==> src/rtl/bcd_updown_timer_pkg.sv <==
// Shared constants, FSM state type and digit helper for the BCD up/down timer.
`timescale 1ns/1ps
package timer_pkg;
  localparam int          DIGIT_W = 4;
  localparam logic [3:0]  BCD_MAX = 4'd9;

  typedef enum logic [1:0] {IDLE, RUN, DONE} state_t;

  // Non-decimal nibbles (A..F) are clamped to 9.
  function automatic logic [DIGIT_W-1:0] bcd_sat(input logic [DIGIT_W-1:0] d);
    return (d > BCD_MAX) ? BCD_MAX : d;
  endfunction
endpackage

==> src/rtl/bcd_updown_timer_if.sv <==
// Control/status bundle of the BCD up/down timer; master drives controls, slave is the timer.
`timescale 1ns/1ps
interface bcd_updown_timer_if #(parameter int NUM_DIGITS = 5);
  logic                    en_i;
  logic                    up_i;
  logic                    load_i;
  logic [4*NUM_DIGITS-1:0] load_val_i;
  logic                    wrap_i;
  logic [4*NUM_DIGITS-1:0] count_o;
  logic                    tick_o;
  logic                    done_o;
  logic                    running_o;

  modport master (
    output en_i, up_i, load_i, load_val_i, wrap_i,
    input  count_o, tick_o, done_o, running_o
  );

  modport slave (
    input  en_i, up_i, load_i, load_val_i, wrap_i,
    output count_o, tick_o, done_o, running_o
  );
endinterface

==> src/rtl/bcd_updown_timer_digit.sv <==
// One combinational BCD digit: next value plus carry (up) or borrow (down) out.
`timescale 1ns/1ps
module bcd_digit
  import timer_pkg::*;
(
  input  logic [DIGIT_W-1:0] digit_i,
  input  logic               up_i,
  input  logic               step_i,
  output logic [DIGIT_W-1:0] digit_o,
  output logic               carry_o
);
  always_comb begin
    digit_o = digit_i;
    carry_o = 1'b0;
    if (step_i) begin
      if (up_i) begin
        if (digit_i >= BCD_MAX) begin
          digit_o = '0;
          carry_o = 1'b1;
        end else begin
          digit_o = digit_i + 4'd1;
        end
      end else begin
        if (digit_i == '0) begin
          digit_o = BCD_MAX;
          carry_o = 1'b1;
        end else begin
          digit_o = digit_i - 4'd1;
        end
      end
    end
  end
endmodule

==> src/rtl/bcd_updown_timer.sv <==
// Prescaled BCD up/down counter with wrap-or-stop terminal handling and IDLE/RUN/DONE control.
`timescale 1ns/1ps
module bcd_updown_timer
  import timer_pkg::*;
#(
  parameter int NUM_DIGITS = 5,
  parameter int TICK_DIV   = 6250000,
  parameter int PRE_BITS   = 26
) (
  input  logic               clk,
  input  logic               rst,
  bcd_updown_timer_if.slave  bus
);
  localparam int                W        = DIGIT_W * NUM_DIGITS;
  localparam logic [PRE_BITS-1:0] PRE_LAST = PRE_BITS'(TICK_DIV - 1);

  state_t              state_q, state_d;
  logic [W-1:0]        count_q, count_d;
  logic [PRE_BITS-1:0] pre_q, pre_d;
  logic                tick_q, tick_d;
  logic                done_q, done_d;

  logic [W-1:0]        next_cnt;
  logic [W-1:0]        load_sat;
  logic [NUM_DIGITS:0] carry;
  logic                terminal;
  logic                step_due;
  logic                stop_hit;

  // The chain is always stepped; a carry/borrow out of the top digit means every digit was at its terminal value.
  assign carry[0] = 1'b1;
  for (genvar g = 0; g < NUM_DIGITS; g++) begin : g_digit
    bcd_digit u_digit (
      .digit_i (count_q[g*DIGIT_W +: DIGIT_W]),
      .up_i    (bus.up_i),
      .step_i  (carry[g]),
      .digit_o (next_cnt[g*DIGIT_W +: DIGIT_W]),
      .carry_o (carry[g+1])
    );
  end

  always_comb begin
    load_sat = '0;
    for (int i = 0; i < NUM_DIGITS; i++) begin
      load_sat[i*DIGIT_W +: DIGIT_W] = bcd_sat(bus.load_val_i[i*DIGIT_W +: DIGIT_W]);
    end
  end

  assign terminal = carry[NUM_DIGITS];
  assign step_due = (state_q == RUN) && bus.en_i && (pre_q == PRE_LAST);
  assign stop_hit = terminal && !bus.wrap_i;

  always_comb begin
    state_d = state_q;
    count_d = count_q;
    pre_d   = pre_q;
    tick_d  = 1'b0;
    done_d  = 1'b0;

    // A load overrides any step due in the same cycle.
    if (bus.load_i) begin
      count_d = load_sat;
      pre_d   = '0;
    end else if (step_due) begin
      pre_d  = '0;
      done_d = terminal;
      if (!stop_hit) begin
        count_d = next_cnt;
        tick_d  = 1'b1;
      end
    end else if ((state_q == RUN) && bus.en_i) begin
      pre_d = pre_q + PRE_BITS'(1);
    end

    case (state_q)
      IDLE: if (bus.en_i) state_d = RUN;
      RUN: begin
        if (!bus.en_i)                               state_d = IDLE;
        else if (!bus.load_i && step_due && stop_hit) state_d = DONE;
      end
      DONE: begin
        if (bus.load_i)   state_d = bus.en_i ? RUN : IDLE;
        else if (!bus.en_i) state_d = IDLE;
      end
      default: state_d = IDLE;
    endcase
  end

  always_ff @(posedge clk or negedge rst) begin
    if (!rst) begin
      state_q <= IDLE;
      count_q <= '0;
      pre_q   <= '0;
      tick_q  <= 1'b0;
      done_q  <= 1'b0;
    end else begin
      state_q <= state_d;
      count_q <= count_d;
      pre_q   <= pre_d;
      tick_q  <= tick_d;
      done_q  <= done_d;
    end
  end

  assign bus.count_o   = count_q;
  assign bus.tick_o    = tick_q;
  assign bus.done_o    = done_q;
  assign bus.running_o = (state_q == RUN);
endmodule

==> src/flat_wrapper.sv <==
// flat-port wrapper written by rule: the top's interface ports become plain ports
module bcd_updown_timer_flat import timer_pkg::*;
#(
  parameter int NUM_DIGITS = 5,
  parameter int TICK_DIV   = 6250000,
  parameter int PRE_BITS   = 26
)
  (clk, rst, bus_en_i, bus_up_i, bus_load_i, bus_load_val_i, bus_wrap_i, bus_count_o, bus_tick_o, bus_done_o, bus_running_o);
  bcd_updown_timer_if #(.NUM_DIGITS(NUM_DIGITS)) bus_i ();
  input  logic clk;
  input  logic rst;
  input wire logic [$bits(bus_i.en_i)-1:0] bus_en_i;
  input wire logic [$bits(bus_i.up_i)-1:0] bus_up_i;
  input wire logic [$bits(bus_i.load_i)-1:0] bus_load_i;
  input wire logic [$bits(bus_i.load_val_i)-1:0] bus_load_val_i;
  input wire logic [$bits(bus_i.wrap_i)-1:0] bus_wrap_i;
  output wire logic [$bits(bus_i.count_o)-1:0] bus_count_o;
  output wire logic [$bits(bus_i.tick_o)-1:0] bus_tick_o;
  output wire logic [$bits(bus_i.done_o)-1:0] bus_done_o;
  output wire logic [$bits(bus_i.running_o)-1:0] bus_running_o;
  assign bus_i.en_i = bus_en_i;
  assign bus_i.up_i = bus_up_i;
  assign bus_i.load_i = bus_load_i;
  assign bus_i.load_val_i = bus_load_val_i;
  assign bus_i.wrap_i = bus_wrap_i;
  assign bus_count_o = bus_i.count_o;
  assign bus_tick_o = bus_i.tick_o;
  assign bus_done_o = bus_i.done_o;
  assign bus_running_o = bus_i.running_o;
  bcd_updown_timer #(.NUM_DIGITS(NUM_DIGITS), .TICK_DIV(TICK_DIV), .PRE_BITS(PRE_BITS)) u_core (.clk(clk), .rst(rst), .bus(bus_i));
endmodule
==> config.mk <==
export PLATFORM = sky130hd
export DESIGN_NAME = bcd_updown_timer_flat
export DESIGN_NICKNAME = d
export VERILOG_FILES = /design/src/rtl/bcd_updown_timer_pkg.sv /design/src/rtl/bcd_updown_timer_if.sv /design/src/rtl/bcd_updown_timer_digit.sv /design/src/rtl/bcd_updown_timer.sv /design/src/flat_wrapper.sv
export SDC_FILE = /design/constraint.sdc
export NUM_CORES = 1
export LEC_CHECK = 0
export CORE_MARGIN = 4
export CORE_UTILIZATION = 61
export CTS_CLUSTER_SIZE = 28
export DETAILED_ROUTE_END_ITERATION = 16
export HOLD_SLACK_MARGIN = 0.08
export PLACE_DENSITY = 0.92
export SLEW_MARGIN = 20
export SYNTH_ARGS = -nofsm -noshare
export SYNTH_HDL_FRONTEND = slang
export SYNTH_HIERARCHICAL = 1
export SYNTH_SLANG_ARGS = --single-unit
==> constraint.sdc <==
create_clock -name clk -period 5.53 [get_ports clk]
set_input_delay 1.106 -clock clk [delete_from_list [all_inputs] [get_ports clk]]
set_output_delay 1.106 -clock clk [all_outputs]
set_load 0.03 [all_outputs]
==> reports/metrics.yaml <==
clock_tree:
  cts_buffer_depth: 2
  h-tree-depth: 2
  ctsRootBufferMaster: "clkbuf_8"
  cts_tree: "done"
  postCtsResizedCells: 0
  clock-sinks: 50
  cts.clk_slew.worst_paths_ps: 90
  cts_buffers: 5
  postCtsHoldBufs: 0
  post_cts_buffers: 0
  clock_latency_ps: 300
place:
  post_dp_cell_area_sq_um: 4500
  port-buffer-count: 48
  hpwl_microns: 7050
  place.gp.congestion: 0.921
die:
  fp.dieArea_sq_um: 8040
  die_w_microns: 89.6
  start_util_pct: 63.3
  core_sq_um: 6420
  num_io_pins: 49
  rows: 29
  die_y_microns: 89.6
logic_synthesis:
  synth_top_flop_cell: "dfrtp_1"
  synth_area_leader_cell: "dfrtp_1"
  syn_area_sq_um: 4070
  synth-edff-count: 0
  synthDominantCellAreaShare_pct: 30.8
  yosysSeqAreaShare_pct: 30.8
  synth_seq_cells: 50
  mappedNetlistNets: 489
  synth.avg_cell_area_sq_um: 9.20
  synth_common_cells: "50 x dfrtp_1, 50 x nor2_1, 26 x nand2_1"
  yosys_warnings: 6
  async_flop_share_pct: 100
  netlist_instances: 442
  synth.area.top_cells: "dfrtp_1 31%, ha_1 6.5%, nor2_1 4.6%"
  yosysUniqueCellTypes: 59
detailed_routing:
  drt_iter0_markers: 419
  first_pass_iters: 5
  route.detailed.drc: 0
  vias: 3602
  routed_wl_microns: 10100
  routedWlPerCell_microns: 18.1
  via_per_inst: 6.44
  antenna_left: 0
power:
  pwr-share-seq_pct: 43.2
  combPwrFrac_pct: 23.6
  leakage_nw: 1.85
  totalPowerFinal_w: 0.000956
  p_int_w: 0.000677
  powerDensity_nw_per_um2: 206
  p_sw_w: 0.000279
  ir_drop_mv: 0.162
  switching_share_pct: 29.2
  clkPwrFrac_pct: 33.2
timing:
  finalMaxSlewViolations: 0
  setup_viol_count_final: 0
  tightest_slew_ps: 723
  rsz0062_at_grt: "no"
  fin_worst_skew_ps: 4.89
  max_freq_mhz: 221
  fin_crit_sh_pct: 81.9
  post-route-min-period_ps: 4530
  slew_headroom_pct: 51.4
  tns_ps: 0
  hold_viol: 0
setup_path:
  cp_cell_sequence: "clkdlybuf4s50_1 > a21boi_2 > nor2_1 > o21ai_0 > nor2_1 > o21ai_0 > nor2_1 > buf_4 > o21ai_0 > nor2_1 > buf_4 > o21ai_0 > nor2_1 > nor2b_1 > nor3_4 > nand3_2 > inv_2 > a221o_1"
  crit_path_end_kind: "register"
  start_kind: "input port"
  cp_common_cell: "nor2_1"
  worstPathArrival_ps: 4720
  path_class: "in2reg"
  critPathMaxStageDelay_ps: 500
  cp_num_buf_inv: 4
  cp_slowest_cell: "nor2_1"
  cp_top_family: "simple AND/OR/NAND/NOR gates"
  cp_max_fo: 10
  cp.required_ps: 5720
finish:
  drive_above_1_share_pct: 13.7
  fin_nets: 528
  num_antenna_cells: 0
  finish.instance_area_sq_um: 4640
  area_growth_syn_to_layout_pct: 14.1
outcome:
  status: "finished, final reports clean"
global_routing:
  antenna_found_initial: 0
  overflow: 0
  grt_pass1_wl_microns: 16600
  grt_max_degree: 51
  grt_pass1_vias: 3503
  grt_use_total_pct: 25.9
hold_path:
  hold_class: "reg2reg"
flow_run:
  maxCapViolations: 0
-- metrics by stage --
| step | worst slack (ps) | utilization (%) | hold slack [ps] | std cells |
|---|---|---|---|---|
| 3_3_place_gp | 894 | 70.0 | 539 | 551 |
| 5_1_grt | 745 | 72.3 | 630 | 559 |
| 2_1_floorplan | 1770 | - | 510 | 442 |
| 3_5_place_dp | 778 | 70.0 | 545 | 551 |
| 4_1_cts | 1050 | 72.2 | 570 | 559 |
| 6_report | 1000 | 72.3 | 574 | 559 |
-- worst register-to-register path, delay by kind of cell, from the launching register on --
kind / cells / cell delay [ps]
adders and majority gates: 1 / 270
AOI/OAI and AO/OA: 6 / 990
buffers and inverters: 4 / 630
and+or+nand+nor: 9 / 1940
DFF: 1 / 490
-- cell families (layout without fill, tap and decap cells) --
group	Yosys count	count (layout)	synth area share [%]
compound gates	90	90	17.3
xor+xnor	25	25	5.38
fa+ha+maj	21	21	6.46
buf+inv	46	86	6.83
flops	50	50	30.8
mux	16	16	3.94
other cells	1	1	0.0922
simple gates	193	193	29.3
-- metal layers --
metal  part of all wire, %  global-route usage, %  wire (microns)  vias up
met2                    51                   46.1            5210      130
met3                   4.5                   3.65             458       26
li1                      -                      -               -     1704
met4                   2.2                   8.80             223        0
met1                    42                   32.1            4230     1742
met5                     0                      0               0        -
-- layout make-up --
cell class	instances	area [sq um]
Multi-Input combinational cell	346	2540
Fill cell	460	1780
Sequential cell	50	1250
Timing Repair Buffer	54	523
Tap cell	77	96.3
Inverter	24	90.1
Clock buffer	6	82.6
Clock inverter	2	60.1
-- power by group through the flow --
stage	combinational [W]	sequential (W)	clock (W)
after detailed placement	0.000221	0.000420	0
after global placement	0.000213	0.000418	0
after global routing	0.000242	0.000417	0.000339
final	0.000226	0.000413	0.000317
after floorplan	0.000137	0.000427	0
after CTS	0.000223	0.000413	0.000324
-- registers in the layout (all words and copies together), names as in the netlist --
register / cells
u_core/bus.tick_o: 1
u_core/bus.done_o: 1
u_core/pre_q: 26
u_core/bus.count_o: 20
u_core/state_q: 2
-- path summary, 6_finish.rpt --
kind                                            start                      to  slack, ps  cells past startpoint
worst max-delay path                         bus_up_i  u_core/bus.count_o[19]       1000                     18
worst min-delay path                 u_core/pre_q[20]        u_core/pre_q[20]        570                      2
worst max register to register  u_core/bus.count_o[0]  u_core/bus.count_o[19]       1100                     20
worst min register to register       u_core/pre_q[20]        u_core/pre_q[20]        570                      2
max in group asynchronous                         rst  u_core/bus.count_o[16]       4290                      1
min in group asynchronous                         rst        u_core/pre_q[14]        820                      1
-- cells in the final DEF, fill, tap and decap left out, drive strengths merged, types with 6 or more instances in the layout --
cell type / count
a31o: 10
and2: 7
nor2: 51
o21ai: 26
nand3b: 11
a21oi: 6
nor4: 7
or2: 7
nor4b: 7
ha: 21
mux2i: 16
and3: 6
nand2: 26
nand3: 19
buf: 7
inv: 23
nand4: 15
a2111oi: 10
a221o: 10
xor2: 20
clkdlybuf4s50: 47
clkbuf: 6
dfrtp: 50
Power figures use the tool's default switching activity.
